$ cat config.mk
export PLATFORM = sky130hd
export DESIGN_NAME = aes_round_key_gen
export DESIGN_NICKNAME = d
export VERILOG_FILES = /design/src/rtl/aes_round_key_gen.sv
export SDC_FILE = /design/constraint.sdc
export NUM_CORES = 1
export LEC_CHECK = 0
export ABC_AREA = 1
export CAP_MARGIN = 20
export CORE_AREA = 2 2 245 247
export CTS_BUF_LIST = sky130_fd_sc_hd__clkbuf_4
export DETAILED_ROUTE_END_ITERATION = 8
export DIE_AREA = 0 0 247 249
export PLACE_DENSITY = 0.62
export SETUP_SLACK_MARGIN = 0.05
export SLEW_MARGIN = 5
export SYNTH_ARGS = -nofsm -noshare
export SYNTH_HDL_FRONTEND = slang
export SYNTH_SLANG_ARGS = --single-unit
$ cat constraint.sdc
create_clock -name clk -period 3.15 [get_ports clk]
set_clock_uncertainty 0.05 [all_clocks]
set_input_delay 0.315 -clock clk [delete_from_list [all_inputs] [get_ports clk]]
set_output_delay 0.315 -clock clk [all_outputs]
set_load 0.01 [all_outputs]
$ cat src/rtl/aes_round_key_gen.sv
// Sequential AES-128 key schedule streaming round keys 0..10 over valid/ready.
// Optional reverse-order (decrypt) emission via a key store: define AES_KEYEXP_DEC_EN.
module aes_round_key_gen #(
    parameter int          NR    = 10,
    parameter logic [7:0]  RCON0 = 8'h01
) (
    input  logic          clk,
    input  logic          rst_n,
    input  logic [127:0]  key_in,
    input  logic          start,
    input  logic          dec_mode,
    output logic          busy,
    output logic          rk_valid,
    input  logic          rk_ready,
    output logic [31:0]   K0_out,
    output logic [31:0]   K1_out,
    output logic [31:0]   K2_out,
    output logic [31:0]   K3_out,
    output logic [3:0]    rk_round,
    output logic          done
);

    localparam logic [3:0] LAST = 4'(NR);

    localparam logic [2047:0] SBOX = {
        128'h637c777bf26b6fc53001672bfed7ab76, 128'hca82c97dfa5947f0add4a2af9ca472c0,
        128'hb7fd9326363ff7cc34a5e5f171d83115, 128'h04c723c31896059a071280e2eb27b275,
        128'h09832c1a1b6e5aa0523bd6b329e32f84, 128'h53d100ed20fcb15b6acbbe394a4c58cf,
        128'hd0efaafb434d338545f9027f503c9fa8, 128'h51a3408f929d38f5bcb6da2110fff3d2,
        128'hcd0c13ec5f974417c4a77e3d645d1973, 128'h60814fdc222a908846eeb814de5e0bdb,
        128'he0323a0a4906245cc2d3ac629195e479, 128'he7c8376d8dd54ea96c56f4ea657aae08,
        128'hba78252e1ca6b4c6e8dd741f4bbd8b8a, 128'h703eb5664803f60e613557b986c11d9e,
        128'he1f8981169d98e949b1e87e9ce5528df, 128'h8ca1890dbfe6426841992d0fb054bb16
    };

    // Byte b sits at bit 8*(255-b)+7, which is simply {~b, 3'b111}.
    function automatic logic [7:0] sbox(input logic [7:0] b);
        logic [10:0] idx;
        idx = {~b, 3'b111};
        return SBOX[idx -: 8];
    endfunction

    function automatic logic [31:0] sub_word(input logic [31:0] w);
        return {sbox(w[31:24]), sbox(w[23:16]), sbox(w[15:8]), sbox(w[7:0])};
    endfunction

    function automatic logic [7:0] xtime(input logic [7:0] b);
        return {b[6:0], 1'b0} ^ (b[7] ? 8'h1b : 8'h00);
    endfunction

    typedef enum logic [1:0] {
        IDLE = 2'd0,
        EMIT = 2'd1
`ifdef AES_KEYEXP_DEC_EN
        , GEN = 2'd2
`endif
    } state_t;

    state_t         state_q, state_d;
    logic [127:0]   key_q, key_d;
    logic [3:0]     round_q, round_d;
    logic [7:0]     rcon_q, rcon_d;
    logic           done_q, done_d;
    logic [127:0]   step_key;
    logic [31:0]    t_word, n0, n1, n2, n3;
    logic           is_dec;

`ifdef AES_KEYEXP_DEC_EN
    logic           dec_q, dec_d;
    logic [127:0]   store_q [0:NR];
    logic           store_we;
    logic [3:0]     store_idx;
    logic [127:0]   store_wdata;
    assign is_dec = dec_q;
`else
    logic           unused_dec_mode;
    assign unused_dec_mode = dec_mode;
    assign is_dec = 1'b0;
`endif

    // One forward key-schedule step from the currently held round key.
    always_comb begin
        t_word   = sub_word({key_q[23:0], key_q[31:24]}) ^ {rcon_q, 24'h0};
        n0       = key_q[127:96] ^ t_word;
        n1       = key_q[95:64] ^ n0;
        n2       = key_q[63:32] ^ n1;
        n3       = key_q[31:0] ^ n2;
        step_key = {n0, n1, n2, n3};
    end

    always_comb begin
        state_d = state_q;
        key_d   = key_q;
        round_d = round_q;
        rcon_d  = rcon_q;
        done_d  = 1'b0;
`ifdef AES_KEYEXP_DEC_EN
        dec_d       = dec_q;
        store_we    = 1'b0;
        store_idx   = 4'd0;
        store_wdata = key_in;
`endif
        unique case (state_q)
            IDLE: begin
                if (start) begin
                    key_d   = key_in;
                    round_d = 4'd0;
                    rcon_d  = RCON0;
                    state_d = EMIT;
`ifdef AES_KEYEXP_DEC_EN
                    dec_d    = dec_mode;
                    store_we = dec_mode;
                    if (dec_mode) state_d = GEN;
`endif
                end
            end
`ifdef AES_KEYEXP_DEC_EN
            // The working register ends GEN holding key NR, ready to present first.
            GEN: begin
                key_d       = step_key;
                round_d     = round_q + 4'd1;
                rcon_d      = xtime(rcon_q);
                store_we    = 1'b1;
                store_idx   = round_q + 4'd1;
                store_wdata = step_key;
                if (round_q == LAST - 4'd1) state_d = EMIT;
            end
`endif
            EMIT: begin
                if (rk_ready) begin
                    if (is_dec ? (round_q == 4'd0) : (round_q == LAST)) begin
                        state_d = IDLE;
                        done_d  = 1'b1;
                    end else if (is_dec) begin
`ifdef AES_KEYEXP_DEC_EN
                        key_d   = store_q[round_q - 4'd1];
`endif
                        round_d = round_q - 4'd1;
                    end else begin
                        key_d   = step_key;
                        round_d = round_q + 4'd1;
                        rcon_d  = xtime(rcon_q);
                    end
                end
            end
            default: state_d = IDLE;
        endcase
    end

    always_ff @(posedge clk or negedge rst_n) begin
        if (!rst_n) begin
            state_q <= IDLE;
            key_q   <= '0;
            round_q <= 4'd0;
            rcon_q  <= RCON0;
            done_q  <= 1'b0;
`ifdef AES_KEYEXP_DEC_EN
            dec_q   <= 1'b0;
`endif
        end else begin
            state_q <= state_d;
            key_q   <= key_d;
            round_q <= round_d;
            rcon_q  <= rcon_d;
            done_q  <= done_d;
`ifdef AES_KEYEXP_DEC_EN
            dec_q   <= dec_d;
`endif
        end
    end

`ifdef AES_KEYEXP_DEC_EN
    always_ff @(posedge clk) begin
        if (store_we) store_q[store_idx] <= store_wdata;
    end
`endif

    assign busy     = (state_q != IDLE);
    assign rk_valid = (state_q == EMIT);
    assign K0_out   = key_q[127:96];
    assign K1_out   = key_q[95:64];
    assign K2_out   = key_q[63:32];
    assign K3_out   = key_q[31:0];
    assign rk_round = round_q;
    assign done     = done_q;

endmodule

==> metrics <==
status completed; Initial Util 34.7%; Slew Limit Fails 0; Root Buffer clkbuf_4; worst slew pin tran 0.756 ns; Syn Inst Count 3678; clock sink total 142; core area 58700 um2; vias in the first global route 25700; drc violations 0; post-route cell area 26100 um2; crit path max fanout 8; Congestion Overflow GR 0; CTS buffer count 17; CTS Buffer Depth 2; Post-Synth Adder-Cell Area 3.81%; Worst R2R Path Depth 19; share of layout cells above drive strength 1 12.9%; largest family of logic cells by synthesized area simple AND/OR/NAND/NOR gates; simple-gate share of the synthesized area 59.4%; Synth Net Count 3873; First DRT Iteration DRCs 3876; average cell area after synthesis 5.54 um2; IO Pins 268; Die X 247 um; max_cap viols 0; Yosys top cell by area nand3_1; area of the mapped netlist 20400 um2; synth top area cells nand3_1, nand2_1, dfrtp_1, ha_1, inv_1; I/O Buffers 266; register area share after synthesis 17.4%; Chip Height 249 um; CP Launch Point key_q[9]; CP startpoint kind register; worst setup path class register to register; RSZ-0062 raised after global routing true; final period utilization 97.1%; reg-to-reg startpoint key_q[9]; post-route ant nets 0; largest net degree at the start of global routing 64; Post-Synth XOR/XNOR Area 0.473%; fin nets 4183; met2 usage 51.7%; Total Routing Usage GR 36.3%; HP Class input port to register; area grow syn2layout 28.0%; reg-to-reg endpoint key_q[18]; Post-Route WL 114000 um; Post-synth ARST share 100%; CP arrival 3.66 ns; first-pass GRT wire length 170000 um; met3 Use GR 6.81%; ys flop type dfrtp_1; CTS tree yes; number of flops mapped to enable cells by yosys 0; final worst setup slack 0.0924 ns; gpl congestion 1.03; antenna violations before repair 7; Clk Latency, worst-skew pair 0.78 ns; mux cell area share after synthesis 0%; Ys Warns 0; met1 Use GR 53.6%; Yosys top cell area share 29.7%; final setup vio count 0; Hold Fails Final Rpt 0; vias 28400; slew margin rel. 49.3%; Yosys cell types 42; post-synthesis compound-gate area fraction 8.82%; FF+latch count, synth 142; CP endpoint key_q[18]; CP Capture Type register; dpl hpwl 85800 um; DR WL/cell 23.9 um; DP Worst Slack 0.102 ns; Clk pin slew, worst setup/hold paths 0.16 ns; GR peak layer met1; H-tree depth 4; placed cell area 25100 um2; row count 89; Pre-antenna DRT Iters 8; count leader, synth nand2_1; Fmax 327 MHz; Die Area 61500 um2; top cells by count, synth nand2_1, nand3_1, inv_1; post-route setup TNS 0 ns; Critical Path RT 3.76 ns; reg-to-reg slack, setup 0.09 ns; via/cell ratio 5.94; fillers 6425; Final Critical Period 3.06 ns
==> layout by cell type, fill, tap and decap left out, types with 35 or more instances in the layout <==
master,n
a21oi_1,97
a22oi_1,78
buf_12,35
buf_4,219
clkdlybuf4s50_1,265
dfrtp_1,129
ha_1,45
inv_1,174
nand2_1,1206
nand2_2,52
nand3_1,1172
nand3_2,46
nor2_1,139
o21ai_0,56
==> through the flow <==
stage               util, %  std cells  hold slack [ns]
floorplan                 -       3678          -0.0306
global placement       42.8       4728            0.233
detailed placement     42.8       4728            0.242
CTS                    43.5       4768          0.00226
global route           44.5       4783           0.0235
finish                 44.5       4783           0.0581
==> sequential cells by signal, indices dropped and copies added, names as in the netlist <==
register / flops
done: 1
rcon_q: 8
key_q: 128
rk_round: 4
state_q: 1
==> cell type report <==
| cell class | count | area, um2 | share of cell area (%) |
|---|---|---|---|
| clock buffer | 17 | 128 | 0.489 |
| timing repair buffer | 533 | 5150 | 19.7 |
| antenna | 9 | 22.5 | 0.0863 |
| clock inverter | 15 | 163 | 0.623 |
| tap | 773 | 967 | 3.71 |
| inverter | 214 | 826 | 3.17 |
| multi-input combinational | 3080 | 15300 | 58.5 |
| sequential | 142 | 3570 | 13.7 |
==> cell families after synthesis <==
logic type	Yosys count
AO/OA/AOI/OAI	296
XOR/XNOR	11
adder cells (fa/ha/maj)	62
buffers and inverters	456
flip-flops	142
AND/OR/NAND/NOR	2711
==> metal layers <==
| layer | routed length (um) | vias to the layer above |
|---|---|---|
| met4 | 4260 | 2 |
| met3 | 12800 | 253 |
| met5 | 10 | - |
| met1 | 49700 | 13200 |
| li1 | - | 13100 |
| met2 | 47500 | 1850 |
==> worst max-delay path, stage by stage (launching register included) <==
cell,delay (ns)
dfrtp_1,0.44
inv_1,0.14
buf_4,0.21
ha_2,0.23
nand2_2,0.08
buf_4,0.16
nand3_2,0.10
nand3_1,0.08
nand3_1,0.17
nand3_1,0.10
nand3_1,0.15
nand2_1,0.10
nand2_1,0.10
nand3b_1,0.25
nand2_2,0.18
nand2_1,0.08
nand3_1,0.08
nand3_1,0.09
nand2_1,0.09
nand2_1,0.05
==> worst min path at each step <==
stage	start	endpoint	slack [ns]	cells after the start
finish	key_in[65]	key_q[65]	0.06	3
global route	key_in[79]	key_q[79]	0.02	3
CTS	key_in[75]	key_q[75]	0.002	3
detailed placement	rst_n	key_q[24]	0.24	1
global placement	rst_n	key_q[24]	0.23	1
floorplan	rst_n	done	-0.03	0
==> what timing repair did <==
item                                    4_1_cts  5_1_grt
buffers inserted                              0        6
hold buffers                                  8        0
endpoints found under the setup margin        0       64
resized for setup                             0      147
hold endpoints to repair                    146        0
Power is left out: the tool's default activity adds up to more than one toggle a clock period on the data nets, which glitch-free logic cannot reach.
